`config.mk`:
```
export PLATFORM = sky130hd
export DESIGN_NAME = payload_rx
export DESIGN_NICKNAME = d
export VERILOG_FILES = /design/src/rtl/payload_rx.sv
export SDC_FILE = /design/constraint.sdc
export NUM_CORES = 2
export LEC_CHECK = 0
export CORE_AREA = 2 2 387 389
export DETAILED_ROUTE_END_ITERATION = 8
export DIE_AREA = 0 0 389 391
export PLACE_DENSITY = 0.6
export SLEW_MARGIN = 5
export SYNTH_ARGS = -nofsm -noshare
export SYNTH_HDL_FRONTEND = slang
export SYNTH_SLANG_ARGS = --single-unit
```
`constraint.sdc`:
```
create_clock -name clk -period 10.4 [get_ports clk]
set_clock_uncertainty 0.2 [all_clocks]
set_input_delay 1.04 -clock clk [delete_from_list [all_inputs] [get_ports clk]]
set_output_delay 1.04 -clock clk [all_outputs]
set_load 0.02 [all_outputs]
```
`src/rtl/payload_rx.sv`:
```
`default_nettype none
// payload_rx: three-beat 80-byte order/execution message parser on a 256-bit AXI-Stream link.
// Optional statistics counters are built when PAYLOAD_RX_STATS_EN is defined. Rev 1.0
module payload_rx #(
  parameter logic [15:0] EXP_LENGTH  = 16'd77,
  parameter logic [7:0]  EXP_MSGTYPE = 8'd101
) (
  input  logic         clk,
  input  logic         resetn,
  input  logic [255:0] s_tdata,
  input  logic [31:0]  s_tkeep,
  input  logic         s_tvalid,
  input  logic         s_tlast,
  output logic         s_tready,
  output logic         out_valid,
  output logic [15:0]  msg_length,
  output logic [31:0]  MsgSeqNum,
  output logic [31:0]  epoch_s,
  output logic [15:0]  ms,
  output logic [7:0]   MessageType,
  output logic [15:0]  hdr_fcm_id,
  output logic [15:0]  session_id,
  output logic [7:0]   ExecType,
  output logic [15:0]  cm_id,
  output logic [15:0]  fcm_id,
  output logic [39:0]  order_no,
  output logic [31:0]  ord_id,
  output logic [63:0]  user_define,
  output logic [7:0]   symbol_type,
  output logic [159:0] sym,
  output logic [31:0]  price,
  output logic [15:0]  qty,
  output logic [31:0]  investor_acno,
  output logic [7:0]   investor_flag,
  output logic [7:0]   side,
  output logic [7:0]   OrdType,
  output logic [7:0]   TimeInForce,
  output logic [7:0]   PositionEffect,
  output logic [7:0]   order_source,
  output logic [23:0]  info_source,
  output logic         err_framing,
  output logic         err_length,
  output logic         err_type,
  output logic         err_checksum,
  output logic [31:0]  good_cnt,
  output logic [31:0]  err_cnt
);

  localparam logic [1:0] S_B0   = 2'd0;
  localparam logic [1:0] S_B1   = 2'd1;
  localparam logic [1:0] S_B2   = 2'd2;
  localparam logic [1:0] S_DROP = 2'd3;

  logic [1:0]   r_state;
  logic         r_ready;
  logic [511:0] r_hold;
  logic [15:0]  r_sum;
  logic         r_kerr;
  logic [639:8] r_frame;
  logic         r_valid, r_efrm, r_elen, r_etyp, r_eck;

  logic         w_accept;
  logic [15:0]  w_sum_lo, w_sum_hi, w_beat_sum, w_total;
  logic [639:0] w_rev;
  logic [1:0]   w_nxt_state;
  logic         w_p_valid, w_p_frm, w_p_len, w_p_typ, w_p_ck;

  assign w_accept = s_tvalid & r_ready;

  // Bytes 0-14 of the final beat are the last checksummed bytes; byte 15 is the checksum itself.
  always_comb begin
    w_sum_lo = '0;
    w_sum_hi = '0;
    for (int i = 0; i < 15; i++) w_sum_lo = w_sum_lo + {8'd0, s_tdata[8*i +: 8]};
    for (int i = 15; i < 32; i++) w_sum_hi = w_sum_hi + {8'd0, s_tdata[8*i +: 8]};
    w_beat_sum = w_sum_lo + w_sum_hi;
    w_total    = r_sum + w_sum_lo;
  end

  // Byte-reversed message: every big-endian field becomes one contiguous slice.
  for (genvar k = 0; k < 80; k++) begin : g_rev
    if (k < 64) begin : g_hold
      assign w_rev[8*(79-k) +: 8] = r_hold[8*k +: 8];
    end else begin : g_beat2
      assign w_rev[8*(79-k) +: 8] = s_tdata[8*(k-64) +: 8];
    end
  end

  always_comb begin
    w_nxt_state = r_state;
    w_p_valid   = 1'b0;
    w_p_frm     = 1'b0;
    w_p_len     = 1'b0;
    w_p_typ     = 1'b0;
    w_p_ck      = 1'b0;
    if (w_accept) begin
      case (r_state)
        S_B0: begin
          if (s_tlast) w_p_frm = 1'b1;
          else         w_nxt_state = S_B1;
        end
        S_B1: begin
          if (s_tlast) begin
            w_p_frm     = 1'b1;
            w_nxt_state = S_B0;
          end else begin
            w_nxt_state = S_B2;
          end
        end
        S_B2: begin
          if (!s_tlast) begin
            w_p_frm     = 1'b1;
            w_nxt_state = S_DROP;
          end else begin
            w_nxt_state = S_B0;
            if (r_kerr || !(&s_tkeep[15:0])) w_p_frm = 1'b1;
            else if (w_rev[639:624] != EXP_LENGTH) w_p_len = 1'b1;
            else if (w_rev[543:536] != EXP_MSGTYPE) w_p_typ = 1'b1;
            else if (w_total[7:0] != w_rev[7:0]) w_p_ck = 1'b1;
            else w_p_valid = 1'b1;
          end
        end
        default: begin
          if (s_tlast) w_nxt_state = S_B0;
        end
      endcase
    end
  end

  always_ff @(posedge clk or negedge resetn) begin
    if (!resetn) begin
      r_state <= S_B0;
      r_ready <= 1'b0;
      r_hold  <= '0;
      r_sum   <= '0;
      r_kerr  <= 1'b0;
      r_frame <= '0;
      r_valid <= 1'b0;
      r_efrm  <= 1'b0;
      r_elen  <= 1'b0;
      r_etyp  <= 1'b0;
      r_eck   <= 1'b0;
    end else begin
      r_ready <= 1'b1;
      r_state <= w_nxt_state;
      r_valid <= w_p_valid;
      r_efrm  <= w_p_frm;
      r_elen  <= w_p_len;
      r_etyp  <= w_p_typ;
      r_eck   <= w_p_ck;
      if (w_accept && r_state == S_B0) begin
        r_hold[255:0] <= s_tdata;
        r_sum         <= w_beat_sum;
        r_kerr        <= ~(&s_tkeep);
      end
      if (w_accept && r_state == S_B1) begin
        r_hold[511:256] <= s_tdata;
        r_sum           <= r_sum + w_beat_sum;
        r_kerr          <= r_kerr | ~(&s_tkeep);
      end
      if (w_p_valid) r_frame <= w_rev[639:8];
    end
  end

`ifdef PAYLOAD_RX_STATS_EN
  logic [31:0] r_good_cnt;
  logic [31:0] r_err_cnt;

  always_ff @(posedge clk or negedge resetn) begin
    if (!resetn) begin
      r_good_cnt <= '0;
      r_err_cnt  <= '0;
    end else begin
      if (w_p_valid) r_good_cnt <= r_good_cnt + 32'd1;
      if (w_p_frm | w_p_len | w_p_typ | w_p_ck) r_err_cnt <= r_err_cnt + 32'd1;
    end
  end

  assign good_cnt = r_good_cnt;
  assign err_cnt  = r_err_cnt;
`else
  assign good_cnt = '0;
  assign err_cnt  = '0;
`endif

  assign s_tready       = r_ready;
  assign out_valid      = r_valid;
  assign err_framing    = r_efrm;
  assign err_length     = r_elen;
  assign err_type       = r_etyp;
  assign err_checksum   = r_eck;
  assign msg_length     = r_frame[639:624];
  assign MsgSeqNum      = r_frame[623:592];
  assign epoch_s        = r_frame[591:560];
  assign ms             = r_frame[559:544];
  assign MessageType    = r_frame[543:536];
  assign hdr_fcm_id     = r_frame[535:520];
  assign session_id     = r_frame[519:504];
  assign ExecType       = r_frame[503:496];
  assign cm_id          = r_frame[495:480];
  assign fcm_id         = r_frame[479:464];
  assign order_no       = r_frame[463:424];
  assign ord_id         = r_frame[423:392];
  assign user_define    = r_frame[391:328];
  assign symbol_type    = r_frame[327:320];
  assign sym            = r_frame[319:160];
  assign price          = r_frame[159:128];
  assign qty            = r_frame[127:112];
  assign investor_acno  = r_frame[111:80];
  assign investor_flag  = r_frame[79:72];
  assign side           = r_frame[71:64];
  assign OrdType        = r_frame[63:56];
  assign TimeInForce    = r_frame[55:48];
  assign PositionEffect = r_frame[47:40];
  assign order_source   = r_frame[39:32];
  assign info_source    = r_frame[31:8];

endmodule
`default_nettype wire

```
Word-level counts from Yosys, hierarchy flattened. Index checks and enable logic that the tools add are counted.

Register bits after elaboration: 1169. Output and inout port bits: 702. Bits of input ports: 292. Logic and storage cells: 104.

Bitwise operators: 3. $add $sub $neg: 33. Multiplexer cells: 39. Equality and inequality tests: 6. Reduce and logical (&&, ||, !) cells: 11.

Operators by type and width (number): $add A16 B8 Y16 (14); $add A15 B8 Y16 (2); $add A16 B16 Y16 (2); $mux W16 (2); $reduce_and A32 Y1 (1); $mux W1 (31); $add A14 B8 Y15 (2); $add A13 B8 Y14 (2); $add A12 B8 Y13 (2); $add A11 B8 Y12 (2); $add A10 B8 Y11 (2); $add A9 B8 Y10 (2); $add A8 B8 Y9 (2); $ne A16 B7 Y1 const B (1); $reduce_and A16 Y1 (1); $add A8 B8 Y8 (1); $mux W2 (4); $ne A8 B7 Y1 const B (1); $ne A8 B8 Y1 (1); $pmux W2 S3 (1); $reduce_bool A4 Y1 (1); $reduce_and A3 Y1 (1); $eq A2 B1 Y1 const B (1); $eq A2 B2 Y1 const B (1); 11 further kinds (12).

Longest topological paths before layout.
Word-level depth: 23. Mapped depth: 38. Gate-level depth less buffers: 38.

Worst setup path after synthesis. OpenSTA, ideal clock, no wires.

Path type: input to register. From: input s_tdata[98]. To: register r_sum[7]. Path buffers: 0. Data required time: 10.079 ns. Arrival: 9.583 ns. Path slack: 0.496 ns. Cell stages on the path: 35. Library setup time: 0.121 ns. Path through: inv_1 > fa_1 > fa_1 > inv_1 > fa_1 > fa_1 > inv_1 > fa_1 > inv_1 > fa_1 > ha_1 > inv_1 > fa_1 > inv_1 > a21oi_1 > o21bai_1 > xor2_1 > inv_1 > fa_1 > inv_1 > fa_1 > inv_1 > fa_1 > inv_1 > fa_1 > inv_1 > fa_1 > xor2_1 > xnor2_1 > xnor2_1 > xnor2_1 > xnor2_1 > xnor3_1 > o311a_1 > o22a_1.

Cells in the longest elaborated chain, start to end: 6. Elaborated cells between the ends (all ways): 7. Classes of those cells: add/sub: 5; mux: 2.

RTL lines: from (decl) (line 10) `input logic [255:0] s_tdata,`; $add A16 B8 Y16 (*) (3 in series) (line 74) `for (int i = 0; i < 15; i++) w_sum_lo = w_sum_lo + {8'd0, s_tdata[8*i +: 8]};`; $add A16 B16 Y16 (*) (line 76) `w_beat_sum = w_sum_lo + w_sum_hi;`; $add A16 B16 Y16 or $mux W16 (tied branches) (line 158, 151); $mux W16 (*) (line 156) `if (w_accept && r_state == S_B1) begin`; to (signal assigned) (line 153) `r_sum <= w_beat_sum;`; to (signal assigned) (line 158) `r_sum <= r_sum + w_beat_sum;`; to (decl) (line 57) `logic [15:0] r_sum;`.

Every way passes the cells marked *; elsewhere a longest branch is shown, timed or not. The select of a mux whose other input is x is not followed. A chain may end at the register's enable or synchronous reset.

Final worst setup path.
From: input s_tdata[18]. To: register r_sum[7].

Cells in the longest elaborated chain, start to end: 16. Elaborated cells between the ends (all ways): 17. Classes of those cells: add/sub: 15; mux: 2.

RTL lines (line): $add A9 B8 Y10 (*) (74); $add A10 B8 Y11 (*) (74); $add A11 B8 Y12 (*) (74); $add A12 B8 Y13 (*) (74); $add A13 B8 Y14 (*) (74); $add A14 B8 Y15 (*) (74); $add A15 B8 Y16 (*) (74); $add A16 B8 Y16 (*) (6 in series) (74); $add A16 B16 Y16 (*) (76); $add A16 B16 Y16 or $mux W16 (tied branches) (158, 151); $mux W16 (*) (156).

Marked as above.

==> impl_metrics.ini <==
[clock_network]
clk_pin_slew_worst_paths_ns = 0.06
cts_made_buffers = 133
cts_buffer_depth = 3
cts_tree = yes
cts_root_buffer = clkbuf_16
insertion_delay_ns = 0.78
cts_sinks = 1161
htreeDepth = 4

[global_route]
grt_max_degree = 177
grt_pass1_wl_mm = 240.5
grt_pass1_vias = 33540
grt.total_usage = 0.2191
grt_antenna_before_repair = 27
overflow = 0

[place]
gp_congestion = 0.8421
dpl_worst_slack_ns = -0.7529
io_buffer_count = 929
dp_hpwl_mm = 125.9
placedCellCount = 6621

[timing]
finalSetupViolCount = 0
drv_slew = 0
rsz0062_at_grt = false
period_minus_slack_ns = 10.03
worst_slack_ns = 0.3701
worstMarginPinSlew_ns = 1.280
fin_crit_sh = 0.9644
fin_worst_hold_slack_ns = 0.2558
slew_headroom = 0.1468
finalHoldViolations = 0
clock.fmax_mhz = 99.70

[critical_path]
slowest_delay_ns = 0.60
timing.rr.end = r_frame[142]
slowest_stage = fa_1
crit_fanout = 3
critPathCaptureType = flop
startpoint_type = input port
r2r_slack_ns = 6.34
critical_path_class = input port to flop
cpMostUsedCell = fa_1
reg2reg_depth = 12
crit_arrival_ns = 10.48
worstReg2RegStart = r_sum[0]
worstPathRequired_ns = 10.85

[die]
start_util = 0.3364
die_w_um = 389
fp.dieArea_um2 = 152100
coreArea_um2 = 148500
die_h_um = 391
ioPinCount = 994
rows = 142

[outcome]
status = completed

[synthesis]
synth-edff-count = 0
yosys_most_used_dff = dfrtp_1
synth.distinct_cells = 43
syn-instance-count = 3760
synth_warnings = 0
async_flop_share = 1.000
seq_area_frac_synth = 0.5814
netlist_area_um2 = 49970
synth-seq-cells = 1161
syn_area_per_cell_um2 = 13.29

[finish]
finish.net_count = 5331
drive_gt1_frac = 0.1769
stdcell_count = 6875
layout-area-overhead-vs-synth_pct = 33.24

[flow_run]
cap_violations = 0

[detailed_routing]
firstDrtPassIters = 5
wire_per_inst_um = 24.37
drc = 0
drt-total-wl_mm = 167.6
ant_nets = 0
via_count = 31870
first_iter_violations = 1556
vias_per_cell = 4.636

[hold_path]
hold_end = r_frame[144]
hold_start = r_hold[488]
hold_depth = 1
hold_path_class = flop to flop
==> cells in the mapped netlist, drive strengths merged, types with 2 or more instances <==
library cell	number	area share
o22ai	6	0.00075
conb	2	0.00015
nand3	2	0.00020
buf	135	0.023
clkbuf	96	0.0072
inv	273	0.021
or2	8	0.0010
o21bai	7	0.0011
nor4	4	0.00050
nand2	701	0.053
a211oi	2	0.00030
dfrtp	1161	0.58
o31ai	2	0.00030
nor2b	16	0.0020
xnor3	2	0.00090
a21oi	26	0.0027
ha	43	0.011
mux2	779	0.18
nand4	10	0.0013
fa	182	0.073
or4bb	2	0.00045
xor2	18	0.0032
o21ai	178	0.018
nor2	20	0.0015
xnor2	65	0.012
nor3	4	0.00050
a21o	8	0.0012
==> logic make-up after synthesis <==
logic type,synth area share
AOI/OAI and AO/OA,0.02484
and+or+nand+nor,0.06080
buffers and inverters,0.05043
DFF,0.5814
other,0.0001503
xor gates and xnor gates,0.01560
muxes,0.1831
adders and majority gates,0.08368
==> worst max-delay path by stage <==
stage / end / depth (start not counted) / slack [ns] / startpoint
after floorplan: r_sum[7] / 35 / 0.50 / s_tdata[98]
after global placement: r_sum[7] / 37 / -0.61 / s_tdata[106]
after detailed placement: r_sum[7] / 37 / -0.75 / s_tdata[82]
after CTS: r_sum[7] / 37 / 0.15 / s_tdata[26]
after global routing: r_sum[7] / 37 / 0.005 / s_tdata[18]
final: r_sum[7] / 34 / 0.37 / s_tdata[18]
==> flip-flops by register name, summed over array words and instances (netlist names) <==
name	count
out_valid	1
r_kerr	1
err_type	1
s_tready	1
r_hold	512
err_length	1
err_checksum	1
r_sum	8
r_state	2
r_frame	632
err_framing	1
==> per-stage QoR <==
| stage | utilization | setup TNS (ns) | area (um2) |
|---|---|---|---|
| global route | 0.4482 | 0 | 66570 |
| finish | 0.4482 | 0 | 66580 |
| CTS | 0.4478 | 0 | 66520 |
| global placement | 0.4167 | -1.005 | 61900 |
| floorplan | - | 0 | 50200 |
| detailed placement | 0.4167 | -1.505 | 61900 |
==> what timing repair did <==
action	in CTS	in global routing
endpoints found under the hold margin	67	0
hold buffers	1	0
buffers inserted	0	1
endpoints found under the setup margin	0	1
resized for setup	0	10
==> critical path, delay by kind of cell <==
family / cells / cell delay (ns)
adders and majority gates: 15 / 6.72
xor gates and xnor gates: 2 / 0.30
buffers and inverters: 12 / 1.32
AOI/OAI and AO/OA: 5 / 1.07
==> final cells by class <==
class / instances / area (um2)
Sequential cell: 1161 / 29050
Multi-Input combinational cell: 2158 / 18690
Antenna cell: 12 / 30.03
Timing Repair Buffer: 1087 / 10750
Fill cell: 13600 / 81950
Tap cell: 1944 / 2432
Clock buffer: 197 / 3889
Inverter: 273 / 1025
Clock inverter: 43 / 715.7
==> layer usage <==
layer,GRT usage,wire length (um),up-vias,share of wire
met5,0,40,-,0.00024
met4,0.07435,5284,4,0.032
met3,0.05656,10210,226,0.061
met2,0.3764,84830,851,0.51
met1,0.2670,67200,16560,0.40
li1,-,-,14230,-
==> placed cells by master (no fill, tap or decap), types with 63 or more instances in the layout <==
cell	n
inv_1	271
clkbuf_16	133
mux2_4	100
nand2_1	699
dfrtp_1	1161
conb_1	65
o21ai_0	178
mux2_1	300
fa_1	179
clkdlybuf4s50_1	926
mux2_2	379
xnor2_1	63
buf_4	137
Power is left out: the tool's default activity adds up to more than one toggle a clock period on the data nets, which glitch-free logic cannot reach.
